<file path="src/rtl/ifetch_unit.sv">
// -----------------------------------------------------------------------------
// ifetch_unit
//   Instruction-fetch stage. It keeps the fetch PC, issues in-order word
//   requests to instruction memory over a valid/ready channel, collects the
//   responses in a small prefetch FIFO, and presents the FIFO head to decode
//   with a valid/ready handshake. A redirect (taken branch / write to R15)
//   flushes the FIFO and marks every in-flight response for discard.
//
// Ports
//   clk              in   rising-edge clock
//   reset            in   asynchronous active-high reset, clears all state
//   imem_req_valid   out  request valid (combinational)
//   imem_req_addr    out  word-aligned fetch address (fetch PC)
//   imem_req_ready   in   memory accepts the request this cycle
//   imem_resp_valid  in   response beat, in request order
//   imem_resp_data   in   instruction word of the response beat
//   redirect_valid   in   PC write; highest priority
//   redirect_pc      in   new fetch PC, bits [1:0] ignored
//   dec_ready        in   decode consumes the head this cycle
//   InstrF           out  instruction at the FIFO head (registered)
//   PCPlus8          out  address of InstrF + 8 (registered)
//   InstrValidF      out  InstrF/PCPlus8 valid (registered)
// -----------------------------------------------------------------------------
module ifetch_unit #(
   parameter logic [31:0] RESET_PC = 32'h0000_0000,
   parameter int          DEPTH    = 2
) (
   input  logic        clk,
   input  logic        reset,
   output logic        imem_req_valid,
   output logic [31:0] imem_req_addr,
   input  logic        imem_req_ready,
   input  logic        imem_resp_valid,
   input  logic [31:0] imem_resp_data,
   input  logic        redirect_valid,
   input  logic [31:0] redirect_pc,
   input  logic        dec_ready,
   output logic [31:0] InstrF,
   output logic [31:0] PCPlus8,
   output logic        InstrValidF
);

   localparam int AW = (DEPTH > 1) ? $clog2(DEPTH) : 1;
   localparam int CW = AW + 1;
   localparam logic [CW:0] DEPTH_W = (CW+1)'(DEPTH);

   // architectural state
   logic [31:0]   fpc_r;
   logic [31:0]   hpc_r;
   logic [CW-1:0] pending_r;
   logic [CW-1:0] drop_r;
   logic [CW-1:0] count_r;
   logic [AW-1:0] rd_ptr_r;
   logic [AW-1:0] wr_ptr_r;
   logic [31:0]   mem_r [DEPTH];

   // registered decode-side outputs
   logic [31:0]   instr_r;
   logic [31:0]   pc_plus8_r;
   logic          valid_r;

   // next-state and control
   logic [31:0]   fpc_n_s;
   logic [31:0]   hpc_n_s;
   logic [CW-1:0] pending_n_s;
   logic [CW-1:0] drop_n_s;
   logic [CW-1:0] count_n_s;
   logic [AW-1:0] rd_ptr_n_s;
   logic [AW-1:0] wr_ptr_n_s;
   logic [31:0]   head_n_s;
   logic [CW:0]   in_use_s;
   logic          resp_s;
   logic          pop_s;
   logic          push_s;
   logic          req_valid_s;
   logic          accept_s;

   // Request credit, handshake qualification and FIFO push/pop decisions.
   // A slot freed by this cycle's pop is counted as free, so with a
   // single-cycle memory the stage sustains one request per cycle while the
   // FIFO plus in-flight requests still never exceed DEPTH after the edge.
   always_comb begin
      resp_s      = imem_resp_valid && (pending_r != {CW{1'b0}});
      pop_s       = valid_r && dec_ready;
      in_use_s    = (CW+1)'(pending_r) + (CW+1)'(count_r) - (CW+1)'(pop_s);
      req_valid_s = !redirect_valid && (in_use_s < DEPTH_W);
      accept_s    = req_valid_s && imem_req_ready;
      push_s      = resp_s && !redirect_valid && (drop_r == {CW{1'b0}});
   end

   assign imem_req_valid = req_valid_s;
   assign imem_req_addr  = fpc_r;
   assign InstrF         = instr_r;
   assign PCPlus8        = pc_plus8_r;
   assign InstrValidF    = valid_r;

   // Next-state for PCs, counters and FIFO pointers; redirect overrides all.
   always_comb begin
      fpc_n_s     = fpc_r;
      hpc_n_s     = hpc_r;
      pending_n_s = pending_r;
      drop_n_s    = drop_r;
      count_n_s   = count_r;
      rd_ptr_n_s  = rd_ptr_r;
      wr_ptr_n_s  = wr_ptr_r;
      if (redirect_valid) begin
         fpc_n_s     = {redirect_pc[31:2], 2'b00};
         hpc_n_s     = {redirect_pc[31:2], 2'b00};
         // every request still outstanding after this cycle is stale
         pending_n_s = pending_r - CW'(resp_s);
         drop_n_s    = pending_r - CW'(resp_s);
         count_n_s   = {CW{1'b0}};
         rd_ptr_n_s  = {AW{1'b0}};
         wr_ptr_n_s  = {AW{1'b0}};
      end else begin
         if (accept_s) begin
            fpc_n_s = fpc_r + 32'd4;
         end else begin
            fpc_n_s = fpc_r;
         end
         pending_n_s = pending_r + CW'(accept_s) - CW'(resp_s);
         if (resp_s && (drop_r != {CW{1'b0}})) begin
            drop_n_s = drop_r - {{(CW-1){1'b0}}, 1'b1};
         end else begin
            drop_n_s = drop_r;
         end
         if (pop_s) begin
            hpc_n_s    = hpc_r + 32'd4;
            rd_ptr_n_s = rd_ptr_r + {{(AW-1){1'b0}}, 1'b1};
         end else begin
            hpc_n_s    = hpc_r;
            rd_ptr_n_s = rd_ptr_r;
         end
         if (push_s) begin
            wr_ptr_n_s = wr_ptr_r + {{(AW-1){1'b0}}, 1'b1};
         end else begin
            wr_ptr_n_s = wr_ptr_r;
         end
         count_n_s = count_r + CW'(push_s) - CW'(pop_s);
      end
   end

   // Head after the edge: the word being written now if it lands in the
   // head slot (FIFO was empty or is draining to it), otherwise storage.
   always_comb begin
      if (push_s && (rd_ptr_n_s == wr_ptr_r)) begin
         head_n_s = imem_resp_data;
      end else begin
         head_n_s = mem_r[rd_ptr_n_s];
      end
   end

   // State and output registers.
   always_ff @(posedge clk or posedge reset) begin
      if (reset) begin
         fpc_r      <= RESET_PC;
         hpc_r      <= RESET_PC;
         pending_r  <= {CW{1'b0}};
         drop_r     <= {CW{1'b0}};
         count_r    <= {CW{1'b0}};
         rd_ptr_r   <= {AW{1'b0}};
         wr_ptr_r   <= {AW{1'b0}};
         instr_r    <= 32'h0000_0000;
         pc_plus8_r <= 32'h0000_0000;
         valid_r    <= 1'b0;
      end else begin
         fpc_r      <= fpc_n_s;
         hpc_r      <= hpc_n_s;
         pending_r  <= pending_n_s;
         drop_r     <= drop_n_s;
         count_r    <= count_n_s;
         rd_ptr_r   <= rd_ptr_n_s;
         wr_ptr_r   <= wr_ptr_n_s;
         instr_r    <= head_n_s;
         pc_plus8_r <= hpc_n_s + 32'd8;
         valid_r    <= (count_n_s != {CW{1'b0}});
      end
   end

   // Prefetch FIFO storage.
   always_ff @(posedge clk or posedge reset) begin
      if (reset) begin
         for (int i = 0; i < DEPTH; i++) begin
            mem_r[i] <= 32'h0000_0000;
         end
      end else begin
         if (push_s) begin
            mem_r[wr_ptr_r] <= imem_resp_data;
         end
      end
   end

endmodule

</file>
<file path="config.mk">
export PLATFORM = sky130hd
export DESIGN_NAME = ifetch_unit
export DESIGN_NICKNAME = d
export VERILOG_FILES = /design/src/rtl/ifetch_unit.sv
export SDC_FILE = /design/constraint.sdc
export NUM_CORES = 1
export LEC_CHECK = 0
export ABC_CLOCK_PERIOD_IN_PS = 9800
export CAP_MARGIN = 20
export CORE_AREA = 5 5 151 153
export CTS_CLUSTER_SIZE = 30
export DETAILED_ROUTE_END_ITERATION = 7
export DIE_AREA = 0 0 156 158
export HOLD_SLACK_MARGIN = 0.02
export PLACE_DENSITY = 0.75
export SYNTH_ARGS = -nofsm -noshare
export SYNTH_HDL_FRONTEND = slang
export SYNTH_SLANG_ARGS = --single-unit
</file>
<file path="constraint.sdc">
create_clock -name clk -period 9.8 [get_ports clk]
set_clock_uncertainty 0.15 [all_clocks]
set_input_delay 1.96 -clock clk [delete_from_list [all_inputs] [get_ports clk]]
set_output_delay 1.96 -clock clk [all_outputs]
set_load 0.03 [all_outputs]
</file>
* Word level (Yosys, flattened, before mapping)
Cells that the tools add are included.
** Storage, ports and cells
- Flip-flop bits (word level) :: 201
- Bits of input ports :: 70
- Word-level logic and storage cells :: 68
** Cells by class
- Add/sub/neg operators :: 13
- Magnitude comparators :: 4
- Eq/ne operators :: 1
- Muxes and demuxes :: 19
- Bitwise gates (word level) :: 2
- Reduce and logical (&&, ||, !) cells :: 17
** Operator list (number)
- two-way mux 32 bit :: 9
- adder 32 x 3 -> 32 bit (second input constant) :: 2
- bitwise mux 64 bit :: 1
- adder 32 x 4 -> 32 bit (second input constant) :: 1
- demux 32 bit (select 1 bit) :: 1
- nonzero test 2 bit :: 6
- logical AND 1 bit :: 9
- two-way mux 2 bit :: 4
- subtractor 2 x 1 -> 2 bit :: 3
- adder 2 x 1 -> 2 bit :: 2
- >= comparator 2 bit (second input constant) :: 2
- two-way mux 1 bit :: 4
- inverter 1 -> 2 bit :: 2
- adder 2 x 2 -> 3 bit :: 1
- less-than comparator 3 x 2 -> 1 bit (second input constant) :: 1
- subtractor 3 x 1 -> 3 bit :: 1
- adder 1 bit (second input constant) :: 2
- logical NOT 2 bit :: 1
- less-than comparator 2 x 1 -> 1 bit (second input constant) :: 1
- subtractor 2 x 1 -> 2 bit (second input constant) :: 1
- equality test 1 bit :: 1
- logical NOT 1 bit :: 1

* Logic depth before layout (Yosys ltp)
- Depth in word-level cells :: 8
- Depth in mapped cells :: 16
- Depth with buffers taken out :: 14

* Worst setup path before layout
Ideal clock, no wire load.
- Kind :: input to output
- Start :: input dec_ready
- End :: output imem_req_valid
- Arrival time :: 3205 ps
- Required time :: 7690 ps
- Slack :: 4485 ps
- Cell stages on the path :: 6
- Path buffers :: 0
- Cells stage by stage :: nand2_1 > nor2_1 > o21ai_0 > fa_1 > xor2_1 > and3_1
** On the way
- Longest elaborated chain between the ends :: 4
** Ends and longest elaborated chain
- start: declaration :: RTL line 37 : input logic dec_ready,
- logical AND 1 bit :: RTL line 84 : pop_s = valid_r && dec_ready;
- subtractor 3 x 1 -> 3 bit :: RTL line 85 : in_use_s = (CW+1)'(pending_r) + (CW+1)'(count_r) - (CW+1)'(pop_s);
- less-than comparator 3 x 2 -> 1 bit :: RTL line 86 : req_valid_s = !redirect_valid && (in_use_s < DEPTH_W);
- logical AND 1 bit :: RTL line 86
- end: declaration :: RTL line 30 : output logic imem_req_valid,
No other way between the ends.

* Worst setup path in the final report
Ends and elaborated chain as after synthesis.

==> metrics <==
status finished clean; aggregate global-route resource usage 18.5%; leading post-synthesis cells by cell area sky130_fd_sc_hd__dfrtp_1 52%, sky130_fd_sc_hd__mux2_2 8.4%, sky130_fd_sc_hd__mux2i_1 4.0%, sky130_fd_sc_hd__xnor2_1 3.6%, sky130_fd_sc_hd__o21ai_0 3.4%; number of hold buffers added after CTS 0; ratio of cells with drive above 1 in the final layout 12.5%; root buf cell sky130_fd_sc_hd__clkbuf_16; largest delay contributor family on the critical path buffers and inverters; Cell Area, Synth 9360 sq um; Critical Path Slowest Stage Cell sky130_fd_sc_hd__clkdlybuf4s50_1; EDFF count, synth 0; Post-Syn Instances 863; Std-Cell Rows 54; commonest register cell after synthesis sky130_fd_sc_hd__dfrtp_1; worst slew pin tran 1.05 ns; via count of the routed design 7079; minimum period implied by the final worst setup slack 6.59 ns; y dimension of the die 158 um; kind of start point of the critical path primary input; cell type contributing the most total cell area after synthesis sky130_fd_sc_hd__dfrtp_1; cell chain of the critical path clkdlybuf4s50_1, nand2_1, nor2_1, o21ai_0, fa_1, xor2_1, and3_1, clkdlybuf4s50_1; register area share after synthesis 51.9%; data required time at the worst endpoint 7.69 ns; share of the clock period used by the worst path after layout 67.3%; filler cell count in the final layout 1838; r2r startpoint InstrValidF; Arr. time, crit path 4.48 ns; count of yosys warnings during synthesis 0; number of global-route vias before repair 7060; leakage 4.77 nW; CTS tree yes; crit path buf inv count 2; level count of the clock H-tree 4; post-placement setup slack 3.23 ns; pins over their slew limit 0; DR DRC count 0; launching instance or port of the critical path dec_ready; number of different library cells in the post-synthesis netlist 67; insertion delay of the later-clocked pin in the worst-skew pair 0.42 ns; share of synthesized cell area in full adder, half adder and majority cells 1.55%; largest net degree at the start of global routing 117; CP peak stage delay 0.70 ns; number of buffers created by CTS 17; count of antenna-violating nets left after detailed routing 0; worst min-delay path class register to register; RSZ-0062 raised after global routing no; detailed-placement wirelength estimate 15800 um; layout overhead on the synthesized area 25.6%; Peak supply drop 0.000154 V; final-layout worst hold slack 0.357 ns; cell repeated most along the worst path sky130_fd_sc_hd__clkdlybuf4s50_1; post_cts resized 0; initial detailed-routing violation count 451; GPL Wtd Cong 0.875; Max clock buf depth 2; most common library cell in the layout ignoring fill and taps sky130_fd_sc_hd__dfrtp_1; antenna fix cells 0; average vias per placed instance 5.45; fraction of synthesis flops using an asynchronous set or reset pin 100%; multiplexer area fraction after synthesis 12.4%; startpoint of the tightest hold check path mem_r[47]; total of buffers placed on input and output ports 161; commonest non-fill, non-tap cells in the layout 194 x sky130_fd_sc_hd__dfrtp_1, 160 x sky130_fd_sc_hd__clkdlybuf4s50_1, 84 x sky130_fd_sc_hd__nand2_1, 70 x sky130_fd_sc_hd__mux2_2, 63 x sky130_fd_sc_hd__o21ai_0; synthesized-area fraction occupied by xor and xnor cells 5.90%; share of the synthesized area in the top cell type 51.9%; flop and latch count out of synthesis 194; initial standard-cell utilization of the core 43.7%; Max Fanout on Critical Path 5; clock sink total 194; wire length of the first global-routing pass 36400 um; headroom to the max-slew limit 29.9%; final-layout setup total negative slack 0 ns; I/O pin count 168; number of max-cap violations 0; number of antenna violations at the first check in global routing 1; Die Area 24600 sq um; critical path start-end classification primary input to output pin; post-synthesis simple-gate area fraction 15.7%; core outline area 21400 sq um; capturing element type of the critical path output pin; max frequency 152 MHz; Fin. Hold Viols 0; average wire per cell in the routed design 17.3 um; total length of routed wires 22500 um; final setup margin 3.21 ns; per-instance average area after synthesis 10.8 sq um; number of setup violations in the final report 0; post-layout net count 1088; power density over the cells 248 nW/um^2; number of setup buffers added after CTS 0; number of iterations in the first detailed-routing pass 6; combinational family with the most area after synthesis simple AND/OR/NAND/NOR gates; GRT overflow 0; area fraction in compound gates after synthesis 9.25%; register clock-pin slew on the reported worst setup and hold paths 0.07 ns; x dimension of the die 156 um
[cell usage after synthesis, types with 7 or more instances]
cell type,instances
sky130_fd_sc_hd__inv_1,25
sky130_fd_sc_hd__o211ai_1,9
sky130_fd_sc_hd__a21oi_1,11
sky130_fd_sc_hd__and4_1,8
sky130_fd_sc_hd__nand4_1,19
sky130_fd_sc_hd__clkbuf_1,25
sky130_fd_sc_hd__buf_4,7
sky130_fd_sc_hd__ha_1,10
sky130_fd_sc_hd__mux2i_1,37
sky130_fd_sc_hd__nand3_1,43
sky130_fd_sc_hd__nor2_1,45
sky130_fd_sc_hd__o21ai_0,63
sky130_fd_sc_hd__dfrtp_1,194
sky130_fd_sc_hd__o311ai_0,7
sky130_fd_sc_hd__xor2_1,25
sky130_fd_sc_hd__mux2_2,70
sky130_fd_sc_hd__a31oi_1,7
sky130_fd_sc_hd__nor4_1,7
sky130_fd_sc_hd__and3_1,17
sky130_fd_sc_hd__nand2_1,84
sky130_fd_sc_hd__nor3_1,18
sky130_fd_sc_hd__xnor2_1,38
[where the power goes]
| group | switching, mW | leakage (nW) | internal (mW) |
|---|---|---|---|
| combinational | 0.561 | 2.13 | 0.473 |
| sequential | 0.158 | 2.36 | 1.06 |
| clock | 0.323 | 0.278 | 0.341 |
| total | 1.04 | 4.77 | 1.87 |
[sequential cells by signal, summed over array words and instances, names as in the netlist]
register and count:
hpc_r 29, imem_req_addr 30, count_r 2, pending_r 2
mem_r 64, InstrF 32, rd_ptr_r 1, PCPlus8 30
InstrValidF 1, drop_r 2, wr_ptr_r 1
[through the flow]
stage	cells	cell area, sq um	utilization [%]	power, mW
6_report	1300	11800	54.9	2.91
5_1_grt	1300	11800	54.9	3.09
4_1_cts	1300	11800	54.9	2.94
3_5_place_dp	1268	11200	52.3	2.27
3_3_place_gp	1268	11200	52.3	2.24
2_1_floorplan	866	9370	-	1.87
[area by class of cell]
type | instances | area [sq um] | share of cell area (%)
multi-input cells | 601 | 4240 | 36.1
repair buffers | 166 | 1640 | 14.0
clock buffers | 18 | 439 | 3.73
well taps | 280 | 350 | 2.98
clock inverters | 14 | 123 | 1.04
flip-flops and latches | 194 | 4850 | 41.3
inverters | 27 | 109 | 0.926
[path summary, 6_finish.rpt]
check	slack [ns]	endpoint	depth (start not counted)
min in group asynchronous	1.91	InstrF[3]	2
min reg2reg	0.36	mem_r[47]	1
max reg2reg	5.27	imem_req_addr[17]	13
max	3.21	imem_req_valid	8
min	0.36	mem_r[47]	1
max in group asynchronous	6.02	mem_r[7]	3
[logic make-up (layout without fill, tap and decap cells)]
logic type                 after synthesis  count (layout)
and+or+nand+nor                        285             285
DFF                                    194             194
AOI/OAI and AO/OA                      131             131
muxes                                  107             107
buffers and inverters                   71             225
xor gates and xnor gates                63              63
adders and majority gates               11              11
other                                    1               4
[layer usage]
layer	vias to the layer above	GRT usage, %	part of all wire, %
met5	-	0	0.089
met4	2	5.04	1.7
met3	30	5.71	8.3
met2	221	30.7	47
met1	3462	23.5	42
li1	3364	-	-
[worst register-to-register path, delay by kind of cell, from the launching register on]
family / cells / cell delay (ns)
DFF: 1 / 0.49
xor gates and xnor gates: 2 / 0.31
adders and majority gates: 1 / 0.39
AOI/OAI and AO/OA: 2 / 0.28
buffers and inverters: 1 / 0.70
and+or+nand+nor: 7 / 2.15
Power figures use the tool's default switching activity.
